===== src/rtl/df_pkg.sv =====
// Shared state encoding and default widths for the dense-layer MAC sequencer.
package df_pkg;
    localparam int DF_DATA_W        = 16;
    localparam int DF_ACC_W         = 40;
    localparam int DF_FRAC_BITS     = 8;
    localparam int DF_DRAIN_TIMEOUT = 4;

    typedef enum logic [1:0] {
        IDLE   = 2'd0,
        ISSUE  = 2'd1,
        DRAIN  = 2'd2,
        FINISH = 2'd3
    } df_state_e;
endpackage


===== src/rtl/df_result_scaler.sv =====
// Combinational output stage: drop fractional bits, add bias, optional ReLU,
// saturate to the signed DATA_W range.
module df_result_scaler
    import df_pkg::*;
#(
    parameter int                       DATA_W    = DF_DATA_W,
    parameter int                       ACC_W     = DF_ACC_W,
    parameter int                       FRAC_BITS = DF_FRAC_BITS,
    parameter logic signed [DATA_W-1:0] BIAS      = {DATA_W{1'b0}},
    parameter bit                       RELU_EN   = 1'b1
) (
    input  logic signed [ACC_W-1:0]  acc,
    output logic signed [DATA_W-1:0] result
);
    // One guard bit above the accumulator so the bias add cannot overflow.
    localparam logic signed [ACC_W:0] SAT_MAX = {{(ACC_W-DATA_W+2){1'b0}}, {(DATA_W-1){1'b1}}};
    localparam logic signed [ACC_W:0] SAT_MIN = {{(ACC_W-DATA_W+2){1'b1}}, {(DATA_W-1){1'b0}}};

    logic signed [ACC_W-1:0] shifted_s;
    logic signed [ACC_W:0]   biased_s;
    logic signed [ACC_W:0]   relu_s;

    // Scale, bias, rectify and clamp.
    always_comb begin
        shifted_s = acc >>> FRAC_BITS;
        biased_s  = {shifted_s[ACC_W-1], shifted_s}
                  + {{(ACC_W-DATA_W+1){BIAS[DATA_W-1]}}, BIAS};
        if (RELU_EN && biased_s[ACC_W]) begin
            relu_s = {(ACC_W+1){1'b0}};
        end else begin
            relu_s = biased_s;
        end
        if (relu_s > SAT_MAX) begin
            result = SAT_MAX[DATA_W-1:0];
        end else if (relu_s < SAT_MIN) begin
            result = SAT_MIN[DATA_W-1:0];
        end else begin
            result = relu_s[DATA_W-1:0];
        end
    end
endmodule


===== src/rtl/df_mac_sequencer.sv =====
// Single-neuron dot-product sequencer: issues weight/pixel addresses,
// accumulates products and emits a scaled, saturated result with a done pulse.
module df_mac_sequencer
    import df_pkg::*;
#(
    parameter int                       N_INPUTS  = 10,
    parameter int                       ADDR_W    = 4,
    parameter int                       DATA_W    = DF_DATA_W,
    parameter int                       ACC_W     = DF_ACC_W,
    parameter int                       FRAC_BITS = DF_FRAC_BITS,
    parameter logic signed [DATA_W-1:0] BIAS      = {DATA_W{1'b0}},
    parameter bit                       RELU_EN   = 1'b1
) (
    input  logic                     clk,
    input  logic                     rst,
    input  logic                     start,
    output logic                     mem_start,
    output logic [ADDR_W-1:0]        pixel_addr,
    input  logic signed [DATA_W-1:0] w,
    input  logic                     w_ready,
    input  logic signed [DATA_W-1:0] pixel,
    output logic                     busy,
    output logic                     done,
    output logic signed [DATA_W-1:0] result
);
    localparam int                TMO_W     = $clog2(DF_DRAIN_TIMEOUT);
    localparam int                CNT_W     = $clog2(N_INPUTS + 1);
    localparam logic [CNT_W-1:0]  CNT_LAST  = CNT_W'(N_INPUTS - 1);
    localparam logic [CNT_W-1:0]  CNT_FULL  = CNT_W'(N_INPUTS);
    localparam logic [ADDR_W-1:0] ADDR_LAST = ADDR_W'(N_INPUTS - 1);
    localparam logic [TMO_W-1:0]  TMO_LAST  = TMO_W'(DF_DRAIN_TIMEOUT - 1);

    df_state_e                state_r, state_nxt_s;
    logic                     mem_start_r, mem_start_nxt_s;
    logic [ADDR_W-1:0]        addr_r, addr_nxt_s;
    logic                     busy_r, busy_nxt_s;
    logic                     done_r, done_nxt_s;
    logic signed [DATA_W-1:0] result_r, result_nxt_s;
    logic signed [ACC_W-1:0]  acc_r, acc_nxt_s;
    logic [CNT_W-1:0]         cnt_r, cnt_nxt_s;
    logic [TMO_W-1:0]         tmo_r, tmo_nxt_s;

    logic signed [2*DATA_W-1:0] prod_s;
    logic signed [ACC_W-1:0]    prod_ext_s;
    logic                       take_s;
    logic signed [DATA_W-1:0]   scaled_s;

    assign prod_s     = w * pixel;
    assign prod_ext_s = {{(ACC_W-2*DATA_W){prod_s[2*DATA_W-1]}}, prod_s};
    // Data is only counted while an evaluation is in flight and not yet full.
    assign take_s     = w_ready && (cnt_r < CNT_FULL)
                     && ((state_r == ISSUE) || (state_r == DRAIN));

    df_result_scaler #(
        .DATA_W   (DATA_W),
        .ACC_W    (ACC_W),
        .FRAC_BITS(FRAC_BITS),
        .BIAS     (BIAS),
        .RELU_EN  (RELU_EN)
    ) u_scaler (
        .acc   (acc_r),
        .result(scaled_s)
    );

    // Next-state and next-output logic.
    always_comb begin
        state_nxt_s     = state_r;
        mem_start_nxt_s = mem_start_r;
        addr_nxt_s      = addr_r;
        busy_nxt_s      = busy_r;
        done_nxt_s      = 1'b0;
        result_nxt_s    = result_r;
        acc_nxt_s       = acc_r;
        cnt_nxt_s       = cnt_r;
        tmo_nxt_s       = tmo_r;
        if (take_s) begin
            acc_nxt_s = acc_r + prod_ext_s;
            cnt_nxt_s = cnt_r + CNT_W'(1);
        end else begin
            acc_nxt_s = acc_r;
            cnt_nxt_s = cnt_r;
        end
        case (state_r)
            IDLE: begin
                if (start) begin
                    state_nxt_s     = ISSUE;
                    mem_start_nxt_s = 1'b1;
                    addr_nxt_s      = {ADDR_W{1'b0}};
                    busy_nxt_s      = 1'b1;
                    acc_nxt_s       = {ACC_W{1'b0}};
                    cnt_nxt_s       = {CNT_W{1'b0}};
                    tmo_nxt_s       = {TMO_W{1'b0}};
                end else begin
                    mem_start_nxt_s = 1'b0;
                    addr_nxt_s      = {ADDR_W{1'b0}};
                    busy_nxt_s      = 1'b0;
                end
            end
            ISSUE: begin
                if (addr_r == ADDR_LAST) begin
                    state_nxt_s     = DRAIN;
                    mem_start_nxt_s = 1'b0;
                    addr_nxt_s      = {ADDR_W{1'b0}};
                    tmo_nxt_s       = {TMO_W{1'b0}};
                end else begin
                    addr_nxt_s = addr_r + ADDR_W'(1);
                end
            end
            DRAIN: begin
                // Leave on the final product, or give up after a run of idle data cycles.
                if ((cnt_r == CNT_FULL) || (take_s && (cnt_r == CNT_LAST))) begin
                    state_nxt_s = FINISH;
                end else if (!w_ready && (tmo_r == TMO_LAST)) begin
                    state_nxt_s = FINISH;
                end else if (!w_ready) begin
                    tmo_nxt_s = tmo_r + TMO_W'(1);
                end else begin
                    tmo_nxt_s = {TMO_W{1'b0}};
                end
            end
            FINISH: begin
                state_nxt_s  = IDLE;
                result_nxt_s = scaled_s;
                done_nxt_s   = 1'b1;
                busy_nxt_s   = 1'b0;
            end
            default: begin
                state_nxt_s     = IDLE;
                mem_start_nxt_s = 1'b0;
                addr_nxt_s      = {ADDR_W{1'b0}};
                busy_nxt_s      = 1'b0;
            end
        endcase
    end

    // State, datapath and output registers with synchronous reset.
    always_ff @(posedge clk) begin
        if (rst) begin
            state_r     <= IDLE;
            mem_start_r <= 1'b0;
            addr_r      <= {ADDR_W{1'b0}};
            busy_r      <= 1'b0;
            done_r      <= 1'b0;
            result_r    <= {DATA_W{1'b0}};
            acc_r       <= {ACC_W{1'b0}};
            cnt_r       <= {CNT_W{1'b0}};
            tmo_r       <= {TMO_W{1'b0}};
        end else begin
            state_r     <= state_nxt_s;
            mem_start_r <= mem_start_nxt_s;
            addr_r      <= addr_nxt_s;
            busy_r      <= busy_nxt_s;
            done_r      <= done_nxt_s;
            result_r    <= result_nxt_s;
            acc_r       <= acc_nxt_s;
            cnt_r       <= cnt_nxt_s;
            tmo_r       <= tmo_nxt_s;
        end
    end

    assign mem_start  = mem_start_r;
    assign pixel_addr = addr_r;
    assign busy       = busy_r;
    assign done       = done_r;
    assign result     = result_r;
endmodule

===== config.mk =====
export PLATFORM = sky130hd
export DESIGN_NAME = df_mac_sequencer
export DESIGN_NICKNAME = d
export VERILOG_FILES = /design/src/rtl/df_pkg.sv /design/src/rtl/df_result_scaler.sv /design/src/rtl/df_mac_sequencer.sv
export SDC_FILE = /design/constraint.sdc
export NUM_CORES = 1
export LEC_CHECK = 0
export CAP_MARGIN = 20
export CELL_PAD_IN_SITES_DETAIL_PLACEMENT = 1
export CELL_PAD_IN_SITES_GLOBAL_PLACEMENT = 1
export CORE_MARGIN = 1
export CORE_UTILIZATION = 50
export CTS_CLUSTER_SIZE = 28
export DETAILED_ROUTE_END_ITERATION = 8
export PLACE_DENSITY_LB_ADDON = 0.12
export SYNTH_ARGS = -nofsm -noshare
export SYNTH_HDL_FRONTEND = slang
export SYNTH_SLANG_ARGS = --single-unit

===== constraint.sdc =====
create_clock -name clk -period 8.2 [get_ports clk]
set_input_delay 1.64 -clock clk [delete_from_list [all_inputs] [get_ports clk]]
set_output_delay 1.64 -clock clk [all_outputs]
set_load 0.05 [all_outputs]

==> impl_metrics.env, run 1 <==
export IMPL_chipHeight_um=177.2
export IMPL_fmax_ghz=0.1263
export IMPL_wl_per_cell_um=18.75
export IMPL_min_period_over_period_pct=96.58
export IMPL_hold_viol_final=0
export IMPL_synthTopCellsByArea="fa_1 (43%), inv_1 (10%), ha_1 (10%)"
export IMPL_cts_setup_buffers=0
export IMPL_end_kind="register"
export IMPL_htree_num_levels=3
export IMPL_reg2regPathDepth=19
export IMPL_ant_nets=0
export IMPL_drive_gt1_share_pct=7.613
export IMPL_cp_common_cell="fa_1"
export IMPL_maxSlewHeadroom_pct=49.11
export IMPL_synth_ff_type="dfxtp_1"
export IMPL_slowest_delay_ns=0.71
export IMPL_first_pass_iters=4
export IMPL_dp_slack_ns=-0.1245
export IMPL_globalRoute_totalOverflow=0
export IMPL_synth_largest_area_cell="fa_1"
export IMPL_syn_avg_cell_area_um2=8.884
export IMPL_drc=0
export IMPL_reg2reg_slack_ns=2.80
export IMPL_whs_endpoint="acc_r[2]"
export IMPL_grt_pass1_wl_um=71390
export IMPL_dp_hpwl_um=36890
export IMPL_required_ns=8.46
export IMPL_setup_slack_ns=0.2802
export IMPL_rsz0062_at_grt="no"
export IMPL_hold_path_depth=2
export IMPL_path_cells="clkdlybuf4s50_1, buf_4, nand2_1, fa_1, fa_1, inv_1, fa_1, inv_1, fa_1, inv_1, fa_1, inv_1, fa_1, inv_1, ha_1, nand3_1, o22ai_1, or3_1, o31ai_1, buf_4, o21ai_0, xor2_1, nand2_1, a21oi_1"
export IMPL_netlist_area_leader_share_pct=43.06
export IMPL_yosys_cell_count_top_type="inv_1"
export IMPL_skew_ns=0.008276
export IMPL_cts_sinks=71
export IMPL_rows=63
export IMPL_layout_nets=2339
export IMPL_cts_tree="yes"
export IMPL_clock_tree_buffer_depth=2
export IMPL_outcome="finished clean"
export IMPL_worstPathArrival_ns=8.18
export IMPL_ys_ff_latch=71
export IMPL_io_buffers=58
export IMPL_wirelength_um=42060
export IMPL_grt_pass1_vias=13694
export IMPL_hold_ws_ns=0.4645
export IMPL_postSynth_asyncResetShare_pct=0
export IMPL_antenna_found_initial=1
export IMPL_syn_num_nets=2218
export IMPL_die_w_um=177.2
export IMPL_grt_use_total_pct=29.25
export IMPL_cts_root_buf="clkbuf_16"
export IMPL_slowest_stage="clkdlybuf4s50_1"
export IMPL_synth_common_cells="inv_1 (423), fa_1 (330), nand2_1 (204), ha_1 (125), and2_1 (115)"
export IMPL_gp_congestion=0.8447
export IMPL_place_area_um2=17060
export IMPL_ys_warn_count=0
export IMPL_avgViaCountPerCell=5.292
export IMPL_worstSkewPairLatency_ns=0.33
export IMPL_initial_core_util_pct=51.35
export IMPL_synth_area_um2=15340
export IMPL_vias=11870
export IMPL_rr_startpoint="acc_r[15]"
export IMPL_numCtsBuffers=9
export IMPL_synth_seq_area_share_pct=9.264
export IMPL_synth_edff_count=0
export IMPL_path_max_fanout=8
export IMPL_io_pins=59
export IMPL_ctsResizeCount=0
export IMPL_area_growth_pct=13.20
export IMPL_synthDistinctLibCells=57
export IMPL_worstHoldPathType="register to register"
export IMPL_grt_max_degree=45
export IMPL_post_route_min_period_ns=7.920
export IMPL_coreArea_um2=29870
export IMPL_final_setup_viol_count=0
export IMPL_synth_cells=1727
export IMPL_slew_viol_final=0
export IMPL_clk_pin_slew_ns=0.05
export IMPL_fin_area_um2=17370
export IMPL_hp_start="acc_r[2]"
export IMPL_critPathLaunchType="input pin"
export IMPL_drv_cap=0
export IMPL_worstMarginPinSlew_ns=0.7634
export IMPL_drt_initial_drc_count=469
export IMPL_r2r_end="acc_r[36]"
export IMPL_crit_type="input pin to register"
export IMPL_die_area_um2=31390
export IMPL_hold_buffers=0
-- routing by layer --
layer	vias up	routed length (um)	GRT usage, %
li1	5462	-	-
met1	6124	18860	39.21
met2	227	20760	50.18
met3	57	1553	3.587
met4	0	887	7.112
met5	-	0	0
-- kinds of logic after synthesis --
logic type	synth area share, %
flip-flops	9.264
buffers and inverters	11.99
XOR/XNOR	1.884
AND/OR/NAND/NOR	15.17
AO/OA/AOI/OAI	8.310
adder cells (fa/ha/maj)	53.25
multiplexers	0.1305
-- per-stage QoR --
stage	instances	util, %	TNS (ns)
after global routing	2243	58.14	0
after CTS	2240	57.98	0
final	2243	58.14	0
after floorplan	1727	-	0
after detailed placement	2225	57.10	-0.2731
after global placement	2225	57.10	0
-- flip-flops by register name, indices dropped and copies added, names as in the netlist --
| register | count |
|---|---|
| done | 1 |
| mem_start | 1 |
| acc_r | 40 |
| state_r | 2 |
| busy | 1 |
| result | 16 |
| tmo_r | 2 |
| cnt_r | 4 |
| pixel_addr | 4 |
-- critical path, delay by kind of cell --
family	cells	cell delay [ns]
AOI/OAI and AO/OA	4	0.71
adders and majority gates	7	3.52
and+or+nand+nor	4	0.69
buffers and inverters	8	1.44
xor gates and xnor gates	1	0.16
-- placed cells by master, fill, tap and decap left out, drive strengths merged, types with 3 or more instances in the layout --
master / netlist / layout
nor3: 13 / 13
and2: 115 / 115
o41ai: 3 / 3
ha: 125 / 125
inv: 423 / 423
a31oi: 13 / 13
nand4b: 3 / 3
clkinv: 0 / 3
and3: 7 / 7
buf: 6 / 116
a21oi: 62 / 62
nand4: 7 / 7
dfxtp: 71 / 71
a211oi: 25 / 25
nor2b: 7 / 7
o21bai: 9 / 9
o21ai: 35 / 35
xnor2: 20 / 20
nor2: 69 / 69
clkdlybuf4s50: 0 / 51
dlymetal6s2s: 0 / 7
or3: 6 / 6
a21o: 15 / 15
nand2: 204 / 204
a211o: 3 / 3
nand2b: 19 / 19
fa: 330 / 330
nor4: 7 / 7
xor2: 13 / 13
nand3: 21 / 21
o211ai: 6 / 6
clkbuf: 58 / 11
o31a: 3 / 3
-- worst max-delay path by stage --
stage	from	end	cells past startpoint
CTS	w[15]	acc_r[36]	23
detailed placement	w[15]	acc_r[36]	23
floorplan	w[15]	acc_r[36]	24
finish	pixel[11]	acc_r[35]	24
global route	pixel[4]	acc_r[36]	24
global placement	pixel[13]	acc_r[36]	21
-- layout make-up --
cell class | instances | area [um2]
repair buffers | 174 | 1514
multi-input cells | 1169 | 12090
flip-flops and latches | 71 | 1421
inverters | 423 | 1588
well taps | 390 | 488.0
diodes | 1 | 2.502
clock inverters | 4 | 22.52
clock buffers | 11 | 242.7
fillers | 3495 | 12510
Power of run 1 is left out: the tool's default activity adds up to more than one toggle a clock period on the data nets, which glitch-free logic cannot reach.
==> inputs of run 2 (changes only) <==
CORE_ASPECT_RATIO = 1.75   (was default)
==> run 2 against run 1 <==
Sequential cell count stayed put. Die area about the same. First-iteration DRC count fell by 5.1%. Final cell count up 1.8%. Critical endpoint is now acc_r[36]. Wire length increased by 23%. Worst hold slack got worse by 0.0034 ns. Core utilization is 1.3 points higher. Clock skew rose by 0.00052 ns. Highest routed layer unchanged.
==> impl_metrics.env, run 2 (synthesis results as in run 1) <==
export IMPL_skew_ns=0.008799
export IMPL_reg2regPathDepth=19
export IMPL_crit_type="input pin to register"
export IMPL_rows=84
export IMPL_antenna_found_initial=1
export IMPL_grt_pass1_vias=15088
export IMPL_vias=12755
export IMPL_path_max_fanout=4
export IMPL_outcome="finished clean"
export IMPL_worstMarginPinSlew_ns=1.051
export IMPL_slowest_delay_ns=0.58
export IMPL_post_route_min_period_ns=7.998
export IMPL_cts_tree="yes"
export IMPL_drc=0
export IMPL_layout_common_cells="inv_1 (422), fa_1 (323), nand2_1 (203)"
export IMPL_drive_gt1_share_pct=10.71
export IMPL_worstPathArrival_ns=8.26
export IMPL_slew_viol_final=0
export IMPL_io_pins=59
export IMPL_grt_pass1_wl_um=82360
export IMPL_reg2reg_slack_ns=2.63
export IMPL_wirelength_um=51910
export IMPL_final_seq_area_um2=1421
export IMPL_whs_endpoint="acc_r[2]"
export IMPL_fillers=3538
export IMPL_ant_nets=0
export IMPL_grt_use_total_pct=35.75
export IMPL_fmax_ghz=0.1250
export IMPL_area_growth_pct=16.85
export IMPL_drt_initial_drc_count=445
export IMPL_path_delay_family="adder cells"
export IMPL_hold_viol_final=0
export IMPL_largest_reg_flops=40
export IMPL_first_pass_iters=5
export IMPL_top_register="acc_r"
export IMPL_min_period_over_period_pct=97.54
export IMPL_finish_utilization_pct=59.43
export IMPL_hold_path_depth=2
export IMPL_dp_hpwl_um=43180
export IMPL_initial_core_util_pct=50.86
export IMPL_required_ns=8.46
export IMPL_layout_nets=2382
export IMPL_maxSlewHeadroom_pct=29.92
export IMPL_layout_commonest_cell="inv_1"
export IMPL_rr_startpoint="acc_r[15]"
export IMPL_globalRoute_totalOverflow=0
export IMPL_multi_input_area_um2=12170
export IMPL_clk_pin_slew_ns=0.07
export IMPL_drv_cap=0
export IMPL_avgViaCountPerCell=5.587
export IMPL_cts_sinks=71
export IMPL_die_w_um=134.4
export IMPL_n_antenna_cell=0
export IMPL_slowest_stage="fa_1"
export IMPL_coreArea_um2=30160
export IMPL_htree_num_levels=3
export IMPL_hold_ws_ns=0.4611
export IMPL_end_kind="register"
export IMPL_r2r_end="acc_r[36]"
export IMPL_hp_start="acc_r[2]"
export IMPL_cts_root_buf="clkbuf_16"
export IMPL_chipHeight_um=233.7
export IMPL_die_area_um2=31420
export IMPL_io_buffers=58
export IMPL_final_setup_viol_count=0
export IMPL_worstHoldPathType="register to register"
export IMPL_path_buf_inv=8
export IMPL_numCtsBuffers=9
export IMPL_cp_common_cell="fa_1"
export IMPL_worstSkewPairLatency_ns=0.36
export IMPL_clock_tree_buffer_depth=2
export IMPL_grt_max_degree=51
export IMPL_tns_ns=0
export IMPL_wl_per_cell_um=22.74
export IMPL_hold_buffers=0
export IMPL_gp_congestion=0.9422
export IMPL_critPathLaunchType="input pin"
## run 2: cell count changes in the layout (fill, tap and decap cells not counted), moves of 2 or more
cell	change
ha_1	-3
buf_4	+33
nand2b_1	-2
clkdlybuf4s50_1	-2
fa_1	-6
buf_12	+7
buf_6	+4
clkinv_2	-2
ha_4	+2
fa_2	+6
bufinv_16	+2
## run 2: timing repair
action | CTS | global route
endpoints found under the setup margin | 1 | 12
gates resized for setup | 1 | 31
buffers inserted | 0 | 7
pin swaps | 0 | 18
## run 2: through the flow
step	cells	setup WS, ns	cell area (um2)
2_1_floorplan	1727	0.5716	15340
3_3_place_gp	2260	-0.2104	17420
3_5_place_dp	2260	-0.4166	17420
4_1_cts	2276	0.06315	17750
5_1_grt	2283	-0.02243	17930
6_report	2283	0.2015	17930
## run 2: final cells by class
type | count | share of cell area (%)
Clock buffer | 10 | 1.333
Sequential cell | 71 | 7.929
Multi-Input combinational cell | 1169 | 67.86
Timing Repair Buffer | 217 | 10.78
Clock inverter | 6 | 0.5165
Tap cell | 387 | 2.701
Inverter | 423 | 8.878
## run 2: worst max-delay path by stage
stage / end / startpoint / cells past startpoint / slack (ns)
6_report: acc_r[36] / pixel[3] / 25 / 0.20
5_1_grt: acc_r[36] / pixel[9] / 24 / -0.02
4_1_cts: acc_r[39] / pixel[6] / 24 / 0.06
3_5_place_dp: acc_r[36] / w[15] / 25 / -0.42
3_3_place_gp: acc_r[36] / w[15] / 25 / -0.21
2_1_floorplan: acc_r[36] / w[15] / 24 / 0.57
## run 2: worst reg2reg max path: stages (launching register included)
cell and delay, ns:
dfxtp_1 0.41, inv_1 0.09, fa_1 0.51, inv_1 0.05
fa_1 0.52, fa_1 0.43, fa_1 0.51, inv_1 0.06
fa_1 0.54, inv_1 0.05, ha_1 0.32, a211oi_2 0.25
o21ai_0 0.17, and3_1 0.23, a211oi_2 0.22, nand2_1 0.14
o31a_1 0.38, o41ai_4 0.31, nor2_1 0.08, a311oi_1 0.20
## run 2: metal layers
| layer | part of all wire, % | GRT usage (%) | wire length [um] | up-vias |
|---|---|---|---|---|
| li1 | - | - | - | 5549 |
| met1 | 31 | 32.49 | 15850 | 6561 |
| met2 | 56 | 67.34 | 28930 | 400 |
| met3 | 3.7 | 5.252 | 1942 | 245 |
| met4 | 10 | 32.51 | 5186 | 0 |
| met5 | 0 | 0 | 0 | - |
Power of run 2 is left out for the same reason.
